--- src/rtl/ihp13_sram_bist.sv ---
// March C- BIST controller for an IHP 130nm SRAM macro, driving its A_BIST_* port.
// Define IHP13_SRAM_BIST_ABORT_ON_FAIL_EN to stop the test at the first mismatch.
module ihp13_sram_bist #(
  parameter  int unsigned NumWords     = 256,
  parameter  int unsigned DataWidth    = 64,
  parameter  int unsigned FailCntWidth = 16,
  localparam int unsigned AddrWidth    = $clog2(NumWords)
) (
  input  logic                    clk_i,
  input  logic                    rst_i,
  input  logic                    start_i,
  output logic                    busy_o,
  output logic                    done_o,
  output logic                    fail_o,
  output logic [AddrWidth-1:0]    fail_addr_o,
  output logic [FailCntWidth-1:0] fail_cnt_o,
  output logic                    bist_en_o,
  output logic                    bist_clk_o,
  output logic [AddrWidth-1:0]    bist_addr_o,
  output logic [DataWidth-1:0]    bist_din_o,
  output logic [DataWidth-1:0]    bist_bm_o,
  output logic                    bist_men_o,
  output logic                    bist_wen_o,
  output logic                    bist_ren_o,
  input  logic [DataWidth-1:0]    bist_dout_i
);

  typedef enum logic [3:0] {
    S_IDLE, S_E0, S_E1, S_E2, S_E3, S_E4, S_E5, S_DRAIN, S_DONE
  } state_e;

  localparam logic [AddrWidth-1:0] AddrLast = AddrWidth'(NumWords - 1);

  function automatic logic is_access(input state_e s);
    return (s == S_E0) || (s == S_E1) || (s == S_E2) ||
           (s == S_E3) || (s == S_E4) || (s == S_E5);
  endfunction

  function automatic logic is_two_cycle(input state_e s);
    return (s == S_E1) || (s == S_E2) || (s == S_E3) || (s == S_E4);
  endfunction

  function automatic logic is_down(input state_e s);
    return (s == S_E3) || (s == S_E4);
  endfunction

  function automatic logic [FailCntWidth-1:0] sat_inc(input logic [FailCntWidth-1:0] c);
    return (&c) ? c : c + 1'b1;
  endfunction

  state_e                 state_q, state_n;
  logic [AddrWidth-1:0]   addr_q, addr_n;
  logic                   phase_q, phase_n;   // 0: read cycle, 1: write cycle (E1..E4)
  logic                   last_addr;
  logic                   start_acc;
  logic                   mismatch;
  logic                   men_n, wen_n, ren_n, busy_n;

  logic                   rd_vld_p1;
  logic                   exp_one_p1;
  logic [AddrWidth-1:0]   addr_p1;

  assign bist_clk_o = clk_i;
  assign last_addr  = is_down(state_q) ? (addr_q == '0) : (addr_q == AddrLast);
  assign start_acc  = start_i && ((state_q == S_IDLE) || (state_q == S_DONE));
  assign mismatch   = rd_vld_p1 && (bist_dout_i != {DataWidth{exp_one_p1}});

  always_comb begin
    state_n = state_q;
    addr_n  = addr_q;
    phase_n = phase_q;
    case (state_q)
      S_IDLE, S_DONE: begin
        if (start_i) begin
          state_n = S_E0;
          addr_n  = '0;
          phase_n = 1'b0;
        end
      end
      S_E0, S_E5: begin
        if (last_addr) begin
          state_n = (state_q == S_E0) ? S_E1 : S_DRAIN;
          addr_n  = '0;
        end else begin
          addr_n = addr_q + 1'b1;
        end
      end
      S_E1, S_E2, S_E3, S_E4: begin
        if (!phase_q) begin
          phase_n = 1'b1;
        end else begin
          phase_n = 1'b0;
          if (last_addr) begin
            case (state_q)
              S_E1:    state_n = S_E2;
              S_E2:    state_n = S_E3;
              S_E3:    state_n = S_E4;
              default: state_n = S_E5;
            endcase
            // E3 and E4 sweep downwards, so they start from the top address
            addr_n = ((state_q == S_E2) || (state_q == S_E3)) ? AddrLast : '0;
          end else begin
            addr_n = is_down(state_q) ? addr_q - 1'b1 : addr_q + 1'b1;
          end
        end
      end
      S_DRAIN: state_n = S_DONE;
      default: state_n = S_IDLE;
    endcase
`ifdef IHP13_SRAM_BIST_ABORT_ON_FAIL_EN
    if (mismatch) state_n = S_DONE;
`endif
  end

  assign men_n  = is_access(state_n);
  assign wen_n  = (state_n == S_E0) || (is_two_cycle(state_n) && phase_n);
  assign ren_n  = (state_n == S_E5) || (is_two_cycle(state_n) && !phase_n);
  assign busy_n = men_n || (state_n == S_DRAIN);

  // Stage p0: FSM state and registered macro access for the next cycle
  always_ff @(posedge clk_i) begin
    if (rst_i) begin
      state_q     <= S_IDLE;
      addr_q      <= '0;
      phase_q     <= 1'b0;
      busy_o      <= 1'b0;
      done_o      <= 1'b0;
      bist_en_o   <= 1'b0;
      bist_addr_o <= '0;
      bist_din_o  <= '0;
      bist_bm_o   <= '0;
      bist_men_o  <= 1'b0;
      bist_wen_o  <= 1'b0;
      bist_ren_o  <= 1'b0;
    end else begin
      state_q     <= state_n;
      addr_q      <= addr_n;
      phase_q     <= phase_n;
      busy_o      <= busy_n;
      done_o      <= (state_n == S_DONE);
      bist_en_o   <= busy_n;
      bist_addr_o <= men_n ? addr_n : '0;
      bist_din_o  <= {DataWidth{wen_n && ((state_n == S_E1) || (state_n == S_E3))}};
      bist_bm_o   <= {DataWidth{busy_n}};
      bist_men_o  <= men_n;
      bist_wen_o  <= wen_n;
      bist_ren_o  <= ren_n;
    end
  end

  // Stage p1: read issued last cycle, its data is compared this cycle
  always_ff @(posedge clk_i) begin
    if (rst_i) begin
      rd_vld_p1 <= 1'b0;
    end else begin
      rd_vld_p1 <= bist_ren_o && (state_n != S_DONE);
    end
    exp_one_p1 <= (state_q == S_E2) || (state_q == S_E4);
    addr_p1    <= bist_addr_o;
  end

  // Stage p2: sticky failure status
  always_ff @(posedge clk_i) begin
    if (rst_i) begin
      fail_o      <= 1'b0;
      fail_addr_o <= '0;
      fail_cnt_o  <= '0;
    end else if (start_acc) begin
      fail_o      <= 1'b0;
      fail_addr_o <= '0;
      fail_cnt_o  <= '0;
    end else if (mismatch) begin
      fail_o     <= 1'b1;
      fail_cnt_o <= sat_inc(fail_cnt_o);
      if (!fail_o) fail_addr_o <= addr_p1;
    end
  end

endmodule

--- config.mk ---
export PLATFORM = sky130hd
export DESIGN_NAME = ihp13_sram_bist
export DESIGN_NICKNAME = d
export VERILOG_FILES = /design/src/rtl/ihp13_sram_bist.sv
export SDC_FILE = /design/constraint.sdc
export NUM_CORES = 1
export LEC_CHECK = 0
export ABC_AREA = 1
export CAP_MARGIN = 20
export CORE_AREA = 10 10 106 127
export CTS_BUF_LIST = sky130_fd_sc_hd__clkbuf_16
export DETAILED_ROUTE_END_ITERATION = 6
export DIE_AREA = 0 0 116 137
export PLACE_DENSITY = 0.85
export SLEW_MARGIN = 10
export SYNTH_ARGS = -nofsm -noshare
export SYNTH_HDL_FRONTEND = slang
export SYNTH_SLANG_ARGS = --single-unit
--- constraint.sdc ---
create_clock -name clk_i -period 5.75 [get_ports clk_i]
set_clock_uncertainty 0.05 [all_clocks]
set_input_delay 1.15 -clock clk_i [delete_from_list [all_inputs] [get_ports clk_i]]
set_output_delay 1.15 -clock clk_i [all_outputs]
set_load 0.03 [all_outputs]
Yosys cells after proc, flatten, opt, wreduce, memory -nomap -nowiden
Cells that the tools add are included.
Widths: inputs -> output; s select.
{"block": "totals", "output_inout_bits": 168, "ff_bits": 63}
{"block": "op_classes", "n_eq_ne": 19, "reduce_logical": 33, "bitwise": 3, "muxes": 18, "add_sub_neg": 3}
{"op": "$ne 64x64->1", "n": 1}
{"op": "$mux 8", "n": 6}
{"op": "$eq 4x3->1 const B", "n": 8}
{"op": "$pmux 8 s3", "n": 1}
{"op": "$add 16x1->16 const B", "n": 1}
{"op": "$eq 4x2->1 const B", "n": 4}
{"op": "$logic_or 1x1->1", "n": 16}
{"op": "$mux 4", "n": 4}
{"op": "$pmux 4 s4", "n": 1}
{"op": "$reduce_and 16->1", "n": 1}
{"op": "$pmux 3 s3", "n": 1}
{"op": "$add 8x1->8 const B", "n": 1}
{"op": "$eq 4x1->1 const B", "n": 2}
{"op": "$eq 4x4->1 const B", "n": 2}
{"op": "$eq 8x8->1 const B", "n": 1}
{"op": "$logic_not 8->1", "n": 1}
{"op": "$reduce_or 2->1", "n": 4}
{"op": "$sub 8x1->8 const B", "n": 1}
{"op": "$logic_and 1x1->1", "n": 6}
{"op": "$logic_not 4->1", "n": 1}
{"op": "$ne 4x4->1 const B", "n": 1}
{"op": "$reduce_and 2->1", "n": 2}
{"op": "$reduce_or 4->1", "n": 1}
{"op": "$mux 1", "n": 3}
{"op": "other kinds (4)", "n": 6}

Logic depth before layout (Yosys ltp)
{"block": "logic_depth", "ltp_word": 14, "ltp_mapped": 14, "ltp_nobuf": 14}

==> impl_results.md <==
* Non-Filler Instances at 943
* Routed Antenna Nets at 0
* Final core occ at 0.596
* DR DRC count at 0
* Final Hold Viols at 0
* Comb pwr share at 0.194
* Max-slew violations at 0
* Layout area overhead at 38.9%
* Die area at about 0.016 sq mm
* Crit end category: output port
* Gate Count Post-Synth at 701
* Rows at 42
* Share of the yosys chip area belonging to registers at 0.264
* Hold_ws at about 300 ps
* Starting Density at 0.429
* Clock slew at reported path FFs at around 60 ps
* Die height at approximately 140 um
* Pint at about 950 uW
* PwrDens at 207 mW/mm^2
* Netlist cell types at 35
* Switching Fraction at 0.297
* Worst min-delay path class: flop to flop
* Hold buffer count at cts at 0
* Vias post-DR at ~4.7k
* Post-CTS setup buffers at 0
* Placed cell count at 923
* Worst Path Max Fanout at 2
* CTS tree: built
* Final worst-path setup slack at 842 ps
* Synth Cell Area at 0.00469 sq mm
* Clock power share at 0.476
* LEAKAGE at 2.59 nW
* Fill cell count at roughly 1,000
* Simple-Gate Fraction of Synth Area at 0.367
* Port Buffers at 234
* Share of layout cells above drive strength 1 at 0.0691
* Initial antenna violation count at 2
* Slew of the pin with the lowest slew margin at a little under 1000 ps
* Iter 0 DRT Violations at 343
* Status: finished clean
* Nets at 875
* Fraction of synthesized area in multiplexers at 0
* Vias in the first global route at roughly 4.5k
* Synthesized net count at 771
* Largest family of logic cells by synthesized area: simple AND/OR/NAND/NOR gates
* Asr flop ratio synth at 0
* Synth Area in Compound Gates at 0.0592
* WP data required at ~4600 ps
* Flop pwr share at 0.331
* Routed WL per cell at 16.7 um
* NetSw at 399 uW
* Warnings from Yosys at 0
* Post-DR vias/cell at 4.99
* Critical setup path kind: clock port to output port
* Routability Congestion at 0.946
* Post-CTS resize count at 0
* Synth Area in Adders at 0.00800
* Max-cap violations at 0
* Drt pass-1 iters at 5
* Latest clock arrival within the worst-skew pair at around 440 ps
* Pin count of the biggest net entering global routing at 67
* Grt ovf at 0
* Worst setup SP type: clock port
* Setup violators final at 0
* Number of synthesized flops with an enable pin at 0
* Crit path arrival time at 3710 ps
* Synth Register Bits at 62
* Peak VDD IR at 0.000364 V
* Die W at 116 um
* Top_reg_cell synth: dfxtp_1
* Global-route wire length before repair at 23.5 mm
* Global Route Usage Sum at 0.185
* Headroom to the max-slew limit at 0.356
* Number of I/O pins at 235
* Unrepaired setup endpoints after global routing: no
* DP Wirelength at between 10 and 15 mm
* Post-route setup TNS at 0 ps
* Xor and xnor area share after synthesis at 0.0355
* Core Box Area at 0.0109 sq mm
* Syn Area/Cell at roughly 6.7 sq um
* Pre-CTS setup slack at approximately 1100 ps
* Routed Wire Length at roughly 16 mm
## final cells by class
type / count / area, sq um / share of cell area
Inverter: 55 / 206 / 0.0317
Tap cell: 132 / 165 / 0.0253
Clock buffer: 13 / 310 / 0.0476
Multi-Input combinational cell: 440 / 2200 / 0.338
Antenna cell: 1 / 2.50 / 0.000384
Sequential cell: 62 / 1240 / 0.191
Timing Repair Buffer: 233 / 2330 / 0.358
Clock inverter: 7 / 55.1 / 0.00845
## per-stage QoR
stage / area [sq um] / total power, mW
6_report: 6520 / 1.35
5_1_grt: 6520 / 1.39
3_5_place_dp: 6160 / 0.747
4_1_cts: 6520 / 1.36
3_3_place_gp: 6160 / 0.744
2_1_floorplan: 4690 / 0.654
## Yosys cell counts (4+ instances only)
cell      count  area [sq um]
nand2_1     149           559
buf_4       129           968
nor2_1       77           289
dfxtp_1      62          1240
inv_1        45           169
nand3_1      44           220
nand4_1      44           275
a21oi_1      35           175
nor3_1       15          75.1
xor2_1       13           114
o21ai_0      10          50.1
and3_1        8          50.1
inv_2         8          30.0
buf_2         7          35.0
nand2_2       7          43.8
clkbuf_1      6          22.5
xnor2_1       6          52.6
nand3_2       5          50.1
nor2_2        5          31.3
o21ai_1       4          20.0
## worst paths after layout
path                                   start                          to  slack [ps]  cells after the start
setup reg to reg  fail_cnt_o[0]$_SDFFE_PP0P_  fail_cnt_o[8]$_SDFFE_PP0P_        3190                      7
setup / recovery                       clk_i                  bist_clk_o         840                      3
hold reg to reg    bist_addr_o[3]$_SDFF_PP0_          addr_p1[3]$_DFF_P_         300                      0
hold / removal     bist_addr_o[3]$_SDFF_PP0_          addr_p1[3]$_DFF_P_         300                      0
## critical path, cell delays in order
cell	delay (ps)
clkbuf_16	120
clkbuf_16	130
clkdlybuf4s50_1	590
## per-layer routing
metal,GRT usage,vias up,routed length (um)
met1,0.171,2071,5350
li1,-,2363,-
met4,0.0926,2,561
met3,0.0775,43,1690
met2,0.340,229,8170
met5,0,-,7
## cells in the final DEF (no fill, tap or decap), types with 2 or more instances in the layout
master             n
a21oi_1           35
inv_1             45
nand4_1           44
nor2_2             5
dfxtp_2            2
o21ai_1            4
nand3_2            5
nor2_4             3
clkinv_1           2
inv_6              3
clkinvlp_4         2
clkdlybuf4s50_1  234
o21ai_0           10
nand2_4            3
and3_1             8
dfxtp_1           60
nand3_1           44
nand2_2            7
xnor2_1            6
nor3_1            15
ha_1               3
inv_2              8
xor2_1            13
nor2_1            77
nand2_1          149
clkbuf_16         12
## state kept, by name, summed over array words and instances (netlist names), 4 cells and up
signal and count:
addr_p1 8, addr_q 8, bist_addr_o 8, fail_addr_o 8
fail_cnt_o 16, state_q 4
## logic make-up (layout without fill, tap and decap cells)
family | Yosys count | after routing
adders and majority gates | 3 | 3
AOI/OAI and AO/OA | 53 | 53
DFF | 62 | 62
xor gates and xnor gates | 19 | 19
and+or+nand+nor | 365 | 365
other | 0 | 1
buffers and inverters | 199 | 308
## power groups by stage
stage / Combinational, mW / Sequential [mW] / Clock (mW)
3_5_place_dp: 0.263 / 0.455 / 0.0290
3_3_place_gp: 0.261 / 0.454 / 0.0290
5_1_grt: 0.274 / 0.447 / 0.669
6_report: 0.261 / 0.445 / 0.641
4_1_cts: 0.264 / 0.445 / 0.647
2_1_floorplan: 0.171 / 0.457 / 0.0260
(Power assumes the default switching activity.)
